[src/rtl/pipe_cla_pkg.sv]
// Shared constants, flag bundle and configuration check for the pipelined CLA adder/subtractor.
package pipe_cla_pkg;

  localparam int unsigned DEFAULT_WIDTH = 32;
  localparam int unsigned DEFAULT_CHUNK = 8;

  localparam logic OP_ADD = 1'b0;
  localparam logic OP_SUB = 1'b1;

  typedef struct packed {
    logic cout;
    logic ovf;
    logic zero;
  } flags_t;

  // WIDTH must split into whole stages, and each stage into whole 4-bit groups.
  function automatic bit cfg_ok(input int unsigned width, input int unsigned chunk);
    return (chunk != 0) && (chunk % 4 == 0) && (width >= chunk) && (width % chunk == 0);
  endfunction

endpackage

[src/rtl/cla_group4.sv]
// 4-bit carry-lookahead group: sum bits plus group generate/propagate and carry-out.
module cla_group4
  import pipe_cla_pkg::*;
(
  input  logic [3:0] a,
  input  logic [3:0] b,
  input  logic       ci,
  output logic [3:0] s,
  output logic       g,
  output logic       p,
  output logic       co
);

  logic [3:0] gi;
  logic [3:0] pi;
  logic [3:0] c;

  assign gi = a & b;
  assign pi = a ^ b;

  assign c[0] = ci;
  assign c[1] = gi[0] | (pi[0] & ci);
  assign c[2] = gi[1] | (pi[1] & gi[0]) | (pi[1] & pi[0] & ci);
  assign c[3] = gi[2] | (pi[2] & gi[1]) | (pi[2] & pi[1] & gi[0]) | (pi[2] & pi[1] & pi[0] & ci);

  assign g  = gi[3] | (pi[3] & gi[2]) | (pi[3] & pi[2] & gi[1]) | (pi[3] & pi[2] & pi[1] & gi[0]);
  assign p  = &pi;
  assign co = g | (p & ci);
  assign s  = pi ^ c;

endmodule

[src/rtl/pipe_cla_addsub.sv]
// Pipelined CLA adder/subtractor: one CHUNK-bit stage per cycle, carry registered between stages.
// Optional PIPE_CLA_SAT_EN: saturate the result on signed overflow instead of wrapping.
module pipe_cla_addsub
  import pipe_cla_pkg::*;
#(
  parameter int unsigned WIDTH = DEFAULT_WIDTH,
  parameter int unsigned CHUNK = DEFAULT_CHUNK
) (
  input  logic             clk,
  input  logic             rst,
  input  logic             in_valid,
  output logic             in_ready,
  input  logic [WIDTH-1:0] a,
  input  logic [WIDTH-1:0] b,
  input  logic             cin,
  input  logic             sub,
  output logic             out_valid,
  input  logic             out_ready,
  output logic [WIDTH-1:0] sum,
  output logic             cout,
  output logic             ovf,
  output logic             zero
);

  localparam int unsigned LAT  = WIDTH / CHUNK;
  localparam int unsigned NGRP = CHUNK / 4;

  if (!cfg_ok(WIDTH, CHUNK)) begin : g_bad_cfg
    $error("pipe_cla_addsub: WIDTH must be a multiple of CHUNK and CHUNK a multiple of 4");
  end

  logic             advance;
  logic [WIDTH-1:0] bx;
  logic             c0;
  logic             fin_v;
  logic             msb_ci;
  logic             msb_co;
  logic [WIDTH-1:0] fin_sum;
  flags_t           fin_flg;
  flags_t           flg_q;

  assign advance  = !out_valid || out_ready;
  assign in_ready = advance;
  assign bx       = (sub == OP_ADD) ? b : ~b;
  assign c0       = (sub == OP_SUB) ? 1'b1 : cin;

  // Stage k resolves bits [k*CHUNK +: CHUNK]; upper operand bits travel along (skew),
  // finished lower sum bits accumulate alongside (deskew).
  for (genvar k = 0; k < LAT; k++) begin : g_st
    localparam int unsigned RW = WIDTH - k * CHUNK;

    logic [RW-1:0]          ua;
    logic [RW-1:0]          ub;
    logic [(k+1)*CHUNK-1:0] s_nxt;
    logic [CHUNK-1:0]       cs;
    logic                   ci;
    logic                   vi;
    logic [NGRP:0]          gc;
    logic [NGRP-1:0]        gg;
    logic [NGRP-1:0]        gp;
    logic [NGRP-1:0]        gco;

    if (k == 0) begin : g_in
      assign ua    = a;
      assign ub    = bx;
      assign ci    = c0;
      assign vi    = in_valid;
      assign s_nxt = cs;
    end else begin : g_in
      assign ua    = g_st[k-1].g_reg.a_q;
      assign ub    = g_st[k-1].g_reg.b_q;
      assign ci    = g_st[k-1].g_reg.c_q;
      assign vi    = g_st[k-1].g_reg.v_q;
      assign s_nxt = {cs, g_st[k-1].g_reg.s_q};
    end

    assign gc[0] = ci;
    for (genvar j = 0; j < NGRP; j++) begin : g_grp
      cla_group4 u_grp (
        .a  (ua[4*j +: 4]),
        .b  (ub[4*j +: 4]),
        .ci (gc[j]),
        .s  (cs[4*j +: 4]),
        .g  (gg[j]),
        .p  (gp[j]),
        .co (gco[j])
      );
      assign gc[j+1] = gg[j] | (gp[j] & gc[j]);
    end

    // Group-level lookahead and each group's own carry-out must agree.
    always_comb begin
      assert (gco == gc[NGRP:1]) else $error("cla group carry-out disagrees with lookahead");
    end

    if (k < LAT - 1) begin : g_reg
      logic                   v_q;
      logic                   c_q;
      logic [(k+1)*CHUNK-1:0] s_q;
      logic [RW-CHUNK-1:0]    a_q;
      logic [RW-CHUNK-1:0]    b_q;

      always_ff @(posedge clk or posedge rst) begin
        if (rst) begin
          v_q <= 1'b0;
          c_q <= 1'b0;
          s_q <= '0;
          a_q <= '0;
          b_q <= '0;
        end else if (advance) begin
          v_q <= vi;
          c_q <= gc[NGRP];
          s_q <= s_nxt;
          a_q <= ua[RW-1:CHUNK];
          b_q <= ub[RW-1:CHUNK];
        end
      end
    end
  end

  assign fin_v  = g_st[LAT-1].vi;
  assign msb_co = g_st[LAT-1].gc[NGRP];
  // Carry into the MSB recovered from its sum bit: s = a ^ b ^ c.
  assign msb_ci = g_st[LAT-1].s_nxt[WIDTH-1] ^ g_st[LAT-1].ua[CHUNK-1] ^ g_st[LAT-1].ub[CHUNK-1];

  always_comb begin
    fin_flg      = '0;
    fin_sum      = g_st[LAT-1].s_nxt;
    fin_flg.cout = msb_co;
    fin_flg.ovf  = msb_ci ^ msb_co;
`ifdef PIPE_CLA_SAT_EN
    // On overflow both operand signs match; their sign picks the rail.
    if (fin_flg.ovf) begin
      fin_sum = g_st[LAT-1].ua[CHUNK-1] ? {1'b1, {(WIDTH-1){1'b0}}} : {1'b0, {(WIDTH-1){1'b1}}};
    end
`endif
    fin_flg.zero = (fin_sum == '0);
  end

  // Output register; bubbles present zeros so idle operand values never show.
  always_ff @(posedge clk or posedge rst) begin
    if (rst) begin
      out_valid <= 1'b0;
      sum       <= '0;
      flg_q     <= '0;
    end else if (advance) begin
      out_valid <= fin_v;
      sum       <= fin_v ? fin_sum : '0;
      flg_q     <= fin_v ? fin_flg : '0;
    end
  end

  assign cout = flg_q.cout;
  assign ovf  = flg_q.ovf;
  assign zero = flg_q.zero;

endmodule

[config.mk]
export PLATFORM = sky130hd
export DESIGN_NAME = pipe_cla_addsub
export DESIGN_NICKNAME = d
export VERILOG_FILES = /design/src/rtl/pipe_cla_pkg.sv /design/src/rtl/cla_group4.sv /design/src/rtl/pipe_cla_addsub.sv
export SDC_FILE = /design/constraint.sdc
export NUM_CORES = 1
export LEC_CHECK = 0
export CORE_AREA = 2 2 126 128
export CTS_CLUSTER_SIZE = 28
export DETAILED_ROUTE_END_ITERATION = 8
export DIE_AREA = 0 0 128 130
export GPL_ROUTABILITY_DRIVEN = 0
export PLACE_DENSITY = 0.8
export SETUP_SLACK_MARGIN = 0.05
export SLEW_MARGIN = 0
export SYNTH_ARGS = -nofsm -noshare
export SYNTH_HDL_FRONTEND = slang
export SYNTH_SLANG_ARGS = --single-unit
[constraint.sdc]
create_clock -name clk -period 20.5 [get_ports clk]
set_input_delay 5.125 -clock clk [delete_from_list [all_inputs] [get_ports clk]]
set_output_delay 5.125 -clock clk [all_outputs]
set_load 0.005 [all_outputs]
==> flow_metrics.env, run 1 <==
export IMPL_route_detailed_drc=0
export IMPL_synth_nets=1047
export IMPL_clock_sinks=186
export IMPL_fmax_mhz=82.35
export IMPL_hpwl_mm=11.01
export IMPL_post_route_period_util_pct=59.24
export IMPL_power_density_nw_per_um2=149.1
export IMPL_setup_slack_ns=8.356
export IMPL_r2r_end="g_st[1].g_reg.c_q"
export IMPL_clockRootBuffer="clkbuf_16"
export IMPL_endpoint="in_ready"
export IMPL_fin_nets=1127
export IMPL_vdd_ir_drop_max_uv=110.0
export IMPL_synth_ff_type="dfrtp_1"
export IMPL_syn_inst=937
export IMPL_drive_gt1_share_pct=4.373
export IMPL_cp_max_fo=66
export IMPL_cts_tree="built"
export IMPL_grt_pass1_wl_mm=28.28
export IMPL_max_slew_margin_pct=30.15
export IMPL_seq_area_frac_synth_pct=54.51
export IMPL_cp_arrival_ns=7.02
export IMPL_drt_pre_antenna_iters=5
export IMPL_overflow=0
export IMPL_wl_mm=16.63
export IMPL_hold_class="flop to flop"
export IMPL_grt_start_max_net_pins=105
export IMPL_clk_pin_slew_ns=0.06
export IMPL_synth_warnings=0
export IMPL_dp_slack_ns=8.338
export IMPL_cp_end_kind="output pin"
export IMPL_core_sq_um=15420
export IMPL_fillers=1279
export IMPL_antenna_found_initial=0
export IMPL_status="completed"
export IMPL_ys_top_cells_by_area="dfrtp_1 55%, nand2_1 17%, ha_1 4.7%, xnor2_1 3.5%, o21ai_0 2.4%"
export IMPL_track_usage_pct=21.45
export IMPL_cp_required_ns=15.38
export IMPL_die_area_sq_um=16640
export IMPL_drt_iter0_drc=556
export IMPL_synthArstFlopShare_pct=100.0
export IMPL_htree_levels=4
export IMPL_syn_area_per_cell_sq_um=9.114
export IMPL_synth_cell_types=47
export IMPL_synth_ff_latch_count=186
export IMPL_dieHeight_um=130
export IMPL_maxSlewViolCount=0
export IMPL_startpoint="out_ready"
export IMPL_path_cells="clkdlybuf4s50_1 > nor2b_4 > inv_4 > clkdlybuf4s50_1"
export IMPL_power_leakage_nw=5.017
export IMPL_clock_latency_ns=0.43
export IMPL_cts_resized=0
export IMPL_worstMarginPinSlew_ns=1.048
export IMPL_clock_path_buffers=2
export IMPL_worstSetupPathType="input pin to output pin"
export IMPL_synth_top_area_share_pct=54.51
export IMPL_r2r_slack_ns=17.58
export IMPL_ant_nets=0
export IMPL_reg2reg_depth=6
export IMPL_max_cap_viol_count=0
export IMPL_start_util_pct=55.36
export IMPL_ctsHoldBuffers=0
export IMPL_dp_cells=1190
export IMPL_synth_edf_count=0
export IMPL_cts_made_buffers=17
export IMPL_area_delta_synth_final_pct=20.26
export IMPL_start_kind="input pin"
export IMPL_cp_slowest_cell="clkdlybuf4s50_1"
export IMPL_vias=6273
export IMPL_wl_per_cell_um=13.62
export IMPL_r2r_start="out_valid"
export IMPL_instances_no_fill=1221
export IMPL_grt_setup_unrepaired="no"
export IMPL_finalHoldViolations=0
export IMPL_n_antenna_cell=0
export IMPL_syn_area_sq_um=8539
export IMPL_slowest_delay_ns=0.56
export IMPL_io_pins=107
export IMPL_cts_setup_buffers=0
export IMPL_finalClockSkew_ns=0.007237
export IMPL_setup_viol=0
export IMPL_tns_ns=0
export IMPL_core_rowCount=46
export IMPL_routed_via_density=5.138
export IMPL_first_global_vias=5929
export IMPL_portBuffers=106
export IMPL_chipWidth_um=128
export IMPL_worst_path_most_repeated_cell="clkdlybuf4s50_1"
export IMPL_fin_crit_ns=12.14
export IMPL_yosys_area_top_type="dfrtp_1"
export IMPL_hold_start="sum[4]"
## critical path, delay by kind of cell
family                 cells  cell delay, ns
buffers and inverters      3            1.39
AND/OR/NAND/NOR            1            0.50
## stage by stage
step / cell area, sq um / hold slack, ns / total power, mW / utilization (%)
after floorplan: 8539 / 0.4386 / 1.023 / -
final: 10270 / 0.4646 / 1.532 / 66.58
after CTS: 10270 / 0.4692 / 1.543 / 66.58
after detailed placement: 9692 / 0.4551 / 1.216 / 62.83
after global routing: 10270 / 0.4838 / 1.654 / 66.58
after global placement: 9692 / 0.4486 / 1.189 / 62.83
## logic make-up (layout without fill, tap and decap cells)
group / count (synthesis) / in the layout / share of synthesized area (%)
AO/OA/AOI/OAI: 98 / 98 / 7.092
XOR/XNOR: 54 / 54 / 5.539
buffers and inverters: 66 / 158 / 3.048
multiplexers: 1 / 1 / 0.1319
adder cells (fa/ha/maj): 40 / 40 / 6.564
AND/OR/NAND/NOR: 492 / 492 / 23.12
flip-flops: 186 / 186 / 54.51
## registers in the layout, indices dropped and copies added, names as in the netlist
name / cells
cout: 1
fin_v: 1
g_st.g_reg.a_q: 48
g_st.g_reg.b_q: 48
g_st.g_reg.c_q: 3
g_st.g_reg.s_q: 48
g_st.g_reg.v_q: 2
out_valid: 1
ovf: 1
sum: 32
zero: 1
## report_power, final
part	total (mW)	switching, mW	internal [mW]
combinational	0.576	0.311	0.265
sequential	0.638	0.113	0.525
clock	0.318	0.131	0.186
## layer usage
metal  share of wire [%]  GRT usage (%)  wire (um)  vias to the layer above
met1                  46          30.28       7693                     2954
li1                    -              -          -                     3181
met5                   0              0          0                        -
met4                 1.2          6.917        195                        0
met2                  49          34.22       8075                      126
met3                 4.0          3.854        662                       12
## how the worst min path moves through the flow
stage | endpoint | cells after the start
final | sum[4] | 2
after global placement | g_st[0].g_reg.v_q | 2
after detailed placement | g_st[1].g_reg.s_q[1] | 2
after global routing | g_st[1].g_reg.a_q[14] | 2
after CTS | sum[23] | 2
after floorplan | g_st[0].g_reg.a_q[10] | 2
## cells in the final DEF (no fill, tap or decap), types with 2 or more instances in the layout
cell type / n
nor3_1: 8
o21a_1: 9
or3_1: 2
nor2_1: 30
fa_1: 8
clkbuf_8: 6
o21ai_0: 41
inv_1: 13
a21oi_1: 21
nand2b_1: 4
clkinvlp_4: 2
o31ai_1: 4
nor2b_1: 4
nor4_1: 7
nand3_1: 30
clkbuf_16: 17
o21ai_1: 2
xnor2_1: 34
a211o_1: 2
nand4_1: 4
a31oi_1: 2
clkbuf_1: 3
a21o_1: 5
dfrtp_1: 186
buf_4: 6
xor2_1: 20
ha_1: 32
nand2_1: 396
clkdlybuf4s50_1: 105
## Yosys cell counts, types with 2 or more instances
cell type / instances
nand2_1: 396
dfrtp_1: 186
o21ai_0: 41
clkbuf_1: 39
xnor2_1: 34
ha_1: 32
nand3_1: 30
nor2_1: 30
a21oi_1: 21
xor2_1: 20
inv_1: 14
o21a_1: 9
fa_1: 8
nor3_1: 8
buf_1: 7
nor4_1: 7
a21o_1: 5
nor2b_1: 5
buf_2: 4
nand2b_1: 4
nand4_1: 4
o31ai_1: 4
a211o_1: 2
a31oi_1: 2
o21ai_1: 2
or3_1: 2
## area by class of cell
| cell class | instances | area, sq um | share of cell area, % |
|---|---|---|---|
| inverter | 15 | 63.81 | 0.6213 |
| timing repair buffer | 112 | 1101 | 10.72 |
| sequential | 186 | 4654 | 45.32 |
| clock buffer | 26 | 519.2 | 5.056 |
| multi-input combinational | 685 | 3632 | 35.37 |
| clock inverter | 5 | 58.81 | 0.5726 |
| tap | 192 | 240.2 | 2.339 |
Note: power is estimated with default switching activity, not from simulation.
==> run 2, diff against run 1 <==
CORE_AREA = 2 2 127 129   (was 2 2 126 128)
DIE_AREA = 0 0 129 131   (was 0 0 128 130)
PLACE_DENSITY = 0.79   (was 0.8)
clock period = 11.69 ns   (was 20.5 ns; I/O delays follow)
==> run 2 against run 1 <==
- power up 77%
- critical path depth up 1
- non-clock buffer count down 3
- combinational power up 75%
- worst hold slack about the same
- first-iteration DRC count down 0.18%
- critical endpoint unchanged
==> flow_metrics.env, run 2 (synthesis results as in run 1) <==
export IMPL_fillers=1265
export IMPL_design_area_sq_um=10300
export IMPL_track_usage_pct=20.74
export IMPL_power_density_nw_per_um2=262.4
export IMPL_wl_mm=16.43
export IMPL_mostFrequentLayoutCells="396 x nand2_1, 186 x dfrtp_1, 105 x clkdlybuf4s50_1, 41 x o21ai_0, 34 x xnor2_1"
export IMPL_finalHoldViolations=0
export IMPL_worstMarginPinSlew_ns=1.105
export IMPL_cp_max_fo=200
export IMPL_hpwl_mm=10.76
export IMPL_cts_tree="built"
export IMPL_instances_no_fill=1243
export IMPL_tns_ns=0
export IMPL_dp_cells=1211
export IMPL_ant_nets=0
export IMPL_dp_slack_ns=3.664
export IMPL_clock_path_buffers=2
export IMPL_cts_setup_buffers=0
export IMPL_cts_made_buffers=17
export IMPL_clock_latency_ns=0.43
export IMPL_power_leakage_nw=5.021
export IMPL_start_util_pct=54.75
export IMPL_n_antenna_cell=0
export IMPL_layout_commonest_cell="nand2_1"
export IMPL_core_sq_um=15600
export IMPL_clk_pin_slew_ns=0.06
export IMPL_fmax_mhz=124.4
export IMPL_first_global_vias=5764
export IMPL_wl_per_cell_um=13.22
export IMPL_overflow=0
export IMPL_start_kind="input pin"
export IMPL_antenna_found_initial=0
export IMPL_cp_arrival_ns=5.12
export IMPL_hold_worst_slack_ns=0.4642
export IMPL_route_detailed_drc=0
export IMPL_hold_class="flop to flop"
export IMPL_maxSlewViolCount=0
export IMPL_placed_cell_area_sq_um=9712
export IMPL_status="completed"
export IMPL_portBuffers=106
export IMPL_max_slew_margin_pct=26.33
export IMPL_worstSetupPathType="input pin to output pin"
export IMPL_chipWidth_um=129
export IMPL_final_util_pct=66.07
export IMPL_grt_pass1_wl_mm=27.59
export IMPL_core_rowCount=46
export IMPL_vdd_ir_drop_max_uv=277.3
export IMPL_drt_iter0_drc=555
export IMPL_io_pins=107
export IMPL_reg_top3="g_st.g_reg.a_q x48, g_st.g_reg.b_q x48, g_st.g_reg.s_q x48"
export IMPL_setup_viol=0
export IMPL_ctsHoldBuffers=0
export IMPL_cts_resized=0
export IMPL_finalClockSkew_ns=0.006606
export IMPL_dieHeight_um=131
export IMPL_vias=6274
export IMPL_routed_via_density=5.047
export IMPL_drive_gt1_share_pct=4.187
export IMPL_cp_required_ns=8.77
export IMPL_fin_nets=1124
export IMPL_grt_setup_unrepaired="no"
export IMPL_fin_crit_ns=8.038
export IMPL_area_delta_synth_final_pct=20.67
export IMPL_htree_levels=4
export IMPL_cp_end_kind="output pin"
export IMPL_drt_pre_antenna_iters=6
export IMPL_die_area_sq_um=16900
export IMPL_clockRootBuffer="clkbuf_16"
export IMPL_post_route_period_util_pct=68.76
export IMPL_setup_slack_ns=3.652
export IMPL_clock_sinks=186
export IMPL_max_cap_viol_count=0
export IMPL_power_mw=2.704
export IMPL_grt_start_max_net_pins=201
==> run 2: cell count changes in the layout (fill, tap and decap cells not counted), sizes merged <==
cell,delta
buf,-3
bufinv,+1
clkbuf,-1
clkinv,+2
clkinvlp,-1
==> run 2: worst paths after layout <==
check                          start                   end  slack, ns  depth (start not counted)
setup / recovery           out_ready              in_ready       3.65                          5
hold / removal               sum[17]               sum[17]       0.46                          2
setup reg to reg           out_valid                  zero       8.56                          8
hold reg to reg              sum[17]               sum[17]       0.46                          2
max in group asynchronous        rst  g_st[0].g_reg.b_q[2]       7.13                          3
min in group asynchronous        rst  g_st[2].g_reg.s_q[2]       3.06                          2
==> run 2: cell type report <==
class	instances	area, sq um	area share (%)
well taps	216	270.3	2.623
repair buffers	109	1091	10.59
flip-flops and latches	186	4654	45.17
inverters	15	63.81	0.6192
clock buffers	25	505.5	4.905
multi-input cells	685	3632	35.25
clock inverters	7	87.58	0.8499
==> run 2: critical path, stage by stage <==
cell and delay, ns:
clkdlybuf4s50_1 0.44, nor2b_4 0.14, buf_12 0.57, inv_4 0.41, clkdlybuf4s50_1 0.55
==> run 2: metal layers <==
layer | track usage (%) | share of wire, % | up-vias
li1 | - | - | 3178
met1 | 30.33 | 47 | 2918
met2 | 31.06 | 46 | 155
met3 | 3.950 | 4.5 | 23
met4 | 7.928 | 1.9 | 0
met5 | 0 | 0 | -
==> run 2: power by group <==
group          switching (mW)  internal, mW  leakage [nW]
registers               0.199         0.921          2.28
logic                   0.545         0.466          2.45
clock network           0.231         0.342         0.293
total                   0.975          1.73          5.02
==> run 3, diff against run 2 <==
clock period = 7.48 ns   (was 11.69 ns; I/O delays follow)
==> run 3 against run 2 <==
- first-iteration DRC count decreased by 10%
- cell count increased by 0.24%
- core utilization increased by 0.22 points
- clock power increased by 63%
- non-clock buffer count increased by 4
==> flow_metrics.env, run 3 (synthesis results as in run 1) <==
export IMPL_status="completed"
export IMPL_ant_nets=0
export IMPL_dp_cells=1215
export IMPL_post_route_period_util_pct=65.18
export IMPL_wl_per_cell_um=13.37
export IMPL_clockRootBuffer="clkbuf_16"
export IMPL_path_cells="clkdlybuf4s50_1 > nor2b_4 > inv_4 > clkdlybuf4s50_1"
export IMPL_cts_resized=0
export IMPL_grt_start_max_net_pins=109
export IMPL_maxSlewViolCount=0
export IMPL_route_detailed_drc=0
export IMPL_fin_nets=1128
export IMPL_first_global_vias=6071
export IMPL_ctsHoldBuffers=0
export IMPL_worstSetupPathType="input pin to output pin"
export IMPL_portBuffers=106
export IMPL_p_clk_share_pct=21.9
export IMPL_grt_pass1_wl_mm=28.46
export IMPL_combPwrFrac_pct=37.1
export IMPL_htree_levels=4
export IMPL_instances_no_fill=1246
export IMPL_setup_viol=0
export IMPL_worstMarginPinSlew_ns=1.066
export IMPL_clock_path_buffers=2
export IMPL_track_usage_pct=21.30
export IMPL_finalHoldViolations=0
export IMPL_tns_ns=0
export IMPL_routed_via_density=5.035
export IMPL_r2r_end="zero"
export IMPL_r2r_start="out_valid"
export IMPL_mostFrequentLayoutCells="396 x nand2_1, 186 x dfrtp_1, 105 x clkdlybuf4s50_1, 41 x o21ai_0, 34 x xnor2_1"
export IMPL_worst_path_most_repeated_cell="clkdlybuf4s50_1"
export IMPL_cts_setup_buffers=0
export IMPL_power_leakage_nw=5.040
export IMPL_vias=6274
export IMPL_fillers=1259
export IMPL_cp_required_ns=5.61
export IMPL_io_pins=107
export IMPL_vdd_ir_drop_max_uv=267.2
export IMPL_slowest_delay_ns=0.50
export IMPL_clk_pin_slew_ns=0.06
export IMPL_start_kind="input pin"
export IMPL_power_density_nw_per_um2=412.0
export IMPL_cts_tree="built"
export IMPL_cts_made_buffers=17
export IMPL_die_area_sq_um=16900
export IMPL_holdPathStages=2
export IMPL_dieHeight_um=131
export IMPL_area_delta_synth_final_pct=21.08
export IMPL_drive_gt1_share_pct=4.369
export IMPL_antenna_found_initial=0
export IMPL_wl_mm=16.66
export IMPL_max_cap_viol_count=0
export IMPL_p_sw_mw=1.518
export IMPL_cp_end_kind="output pin"
export IMPL_reg2reg_depth=8
export IMPL_cp_slowest_cell="clkdlybuf4s50_1"
export IMPL_clock_latency_ns=0.42
export IMPL_fmax_mhz=205.1
export IMPL_chipWidth_um=129
export IMPL_hold_class="flop to flop"
export IMPL_r2r_slack_ns=4.69
export IMPL_n_antenna_cell=0
export IMPL_clock_sinks=186
export IMPL_swShare_pct=35.64
export IMPL_start_util_pct=54.75
export IMPL_reg_top3="g_st.g_reg.a_q x48, g_st.g_reg.b_q x48, g_st.g_reg.s_q x48"
export IMPL_cp_max_fo=2
export IMPL_drt_iter0_drc=497
export IMPL_layout_commonest_cell="nand2_1"
export IMPL_fin_crit_ns=4.875
export IMPL_max_slew_margin_pct=28.91
export IMPL_hold_end="sum[4]"
export IMPL_core_sq_um=15600
export IMPL_drt_pre_antenna_iters=5
export IMPL_finalClockSkew_ns=0.006515
export IMPL_seqPwrFrac_pct=41.0
export IMPL_cp_arrival_ns=3.01
export IMPL_hold_start="sum[4]"
export IMPL_core_rowCount=46
export IMPL_overflow=0
export IMPL_internal_power_mw=2.742
export IMPL_grt_setup_unrepaired="no"
export IMPL_hpwl_mm=11.21
-- run 3: changes by cell type in the layout (fill, tap and decap cells not counted), sizes merged --
cell | previous run | this run
buf | 4 | 8
bufinv | 2 | 4
clkbuf | 25 | 23
clkinv | 4 | 3
-- run 3: how the worst max path moves through the flow --
stage | depth (start not counted) | from | slack, ns | to
2_1_floorplan | 1 | rst | 0.55 | cout
3_3_place_gp | 4 | out_ready | 2.61 | in_ready
3_5_place_dp | 4 | out_ready | 2.61 | in_ready
4_1_cts | 4 | out_ready | 2.60 | in_ready
5_1_grt | 4 | out_ready | 2.58 | in_ready
6_report | 4 | out_ready | 2.60 | in_ready
-- run 3: cell type report --
class	count	area, sq um	share of cell area (%)
sequential	186	4654	45.01
inverter	15	63.81	0.6171
multi-input combinational	685	3632	35.13
clock inverter	8	142.6	1.379
timing repair buffer	113	1109	10.72
clock buffer	23	467.9	4.526
tap	216	270.3	2.614
-- run 3: routing by layer --
metal / vias up / part of all wire (%) / GRT usage [%]
met2: 141 / 47 / 33.71
met5: - / 0 / 0
li1: 3170 / - / -
met1: 2943 / 46 / 29.78
met3: 20 / 4.5 / 3.705
met4: 0 / 2.0 / 8.248
-- run 3: worst max-delay path: cells and delay by family --
family,cells,cell delay (ns)
buffers and inverters,3,1.07
AND/OR/NAND/NOR,1,0.06
-- run 3: metrics by stage --
step | util, % | hold slack, ns | instance area (sq um) | power [mW] | worst slack, ns
5_1_grt | 66.29 | 0.4835 | 10340 | 4.602 | 2.575
4_1_cts | 66.29 | 0.4694 | 10340 | 4.300 | 2.599
6_report | 66.29 | 0.4628 | 10340 | 4.260 | 2.605
3_3_place_gp | 62.38 | 0.4492 | 9729 | 3.269 | 2.609
2_1_floorplan | - | 0.4386 | 8539 | 2.804 | 0.5529
3_5_place_dp | 62.38 | 0.4549 | 9729 | 3.346 | 2.608
-- run 3: power by group through the flow --
| stage | sequential, mW | clock [mW] | combinational, mW |
|---|---|---|---|
| after floorplan | 1.66 | 0 | 1.14 |
| final | 1.75 | 0.934 | 1.58 |
| after global routing | 1.81 | 0.990 | 1.81 |
| after detailed placement | 1.76 | 0 | 1.58 |
| after global placement | 1.75 | 0 | 1.52 |
| after CTS | 1.75 | 0.949 | 1.60 |
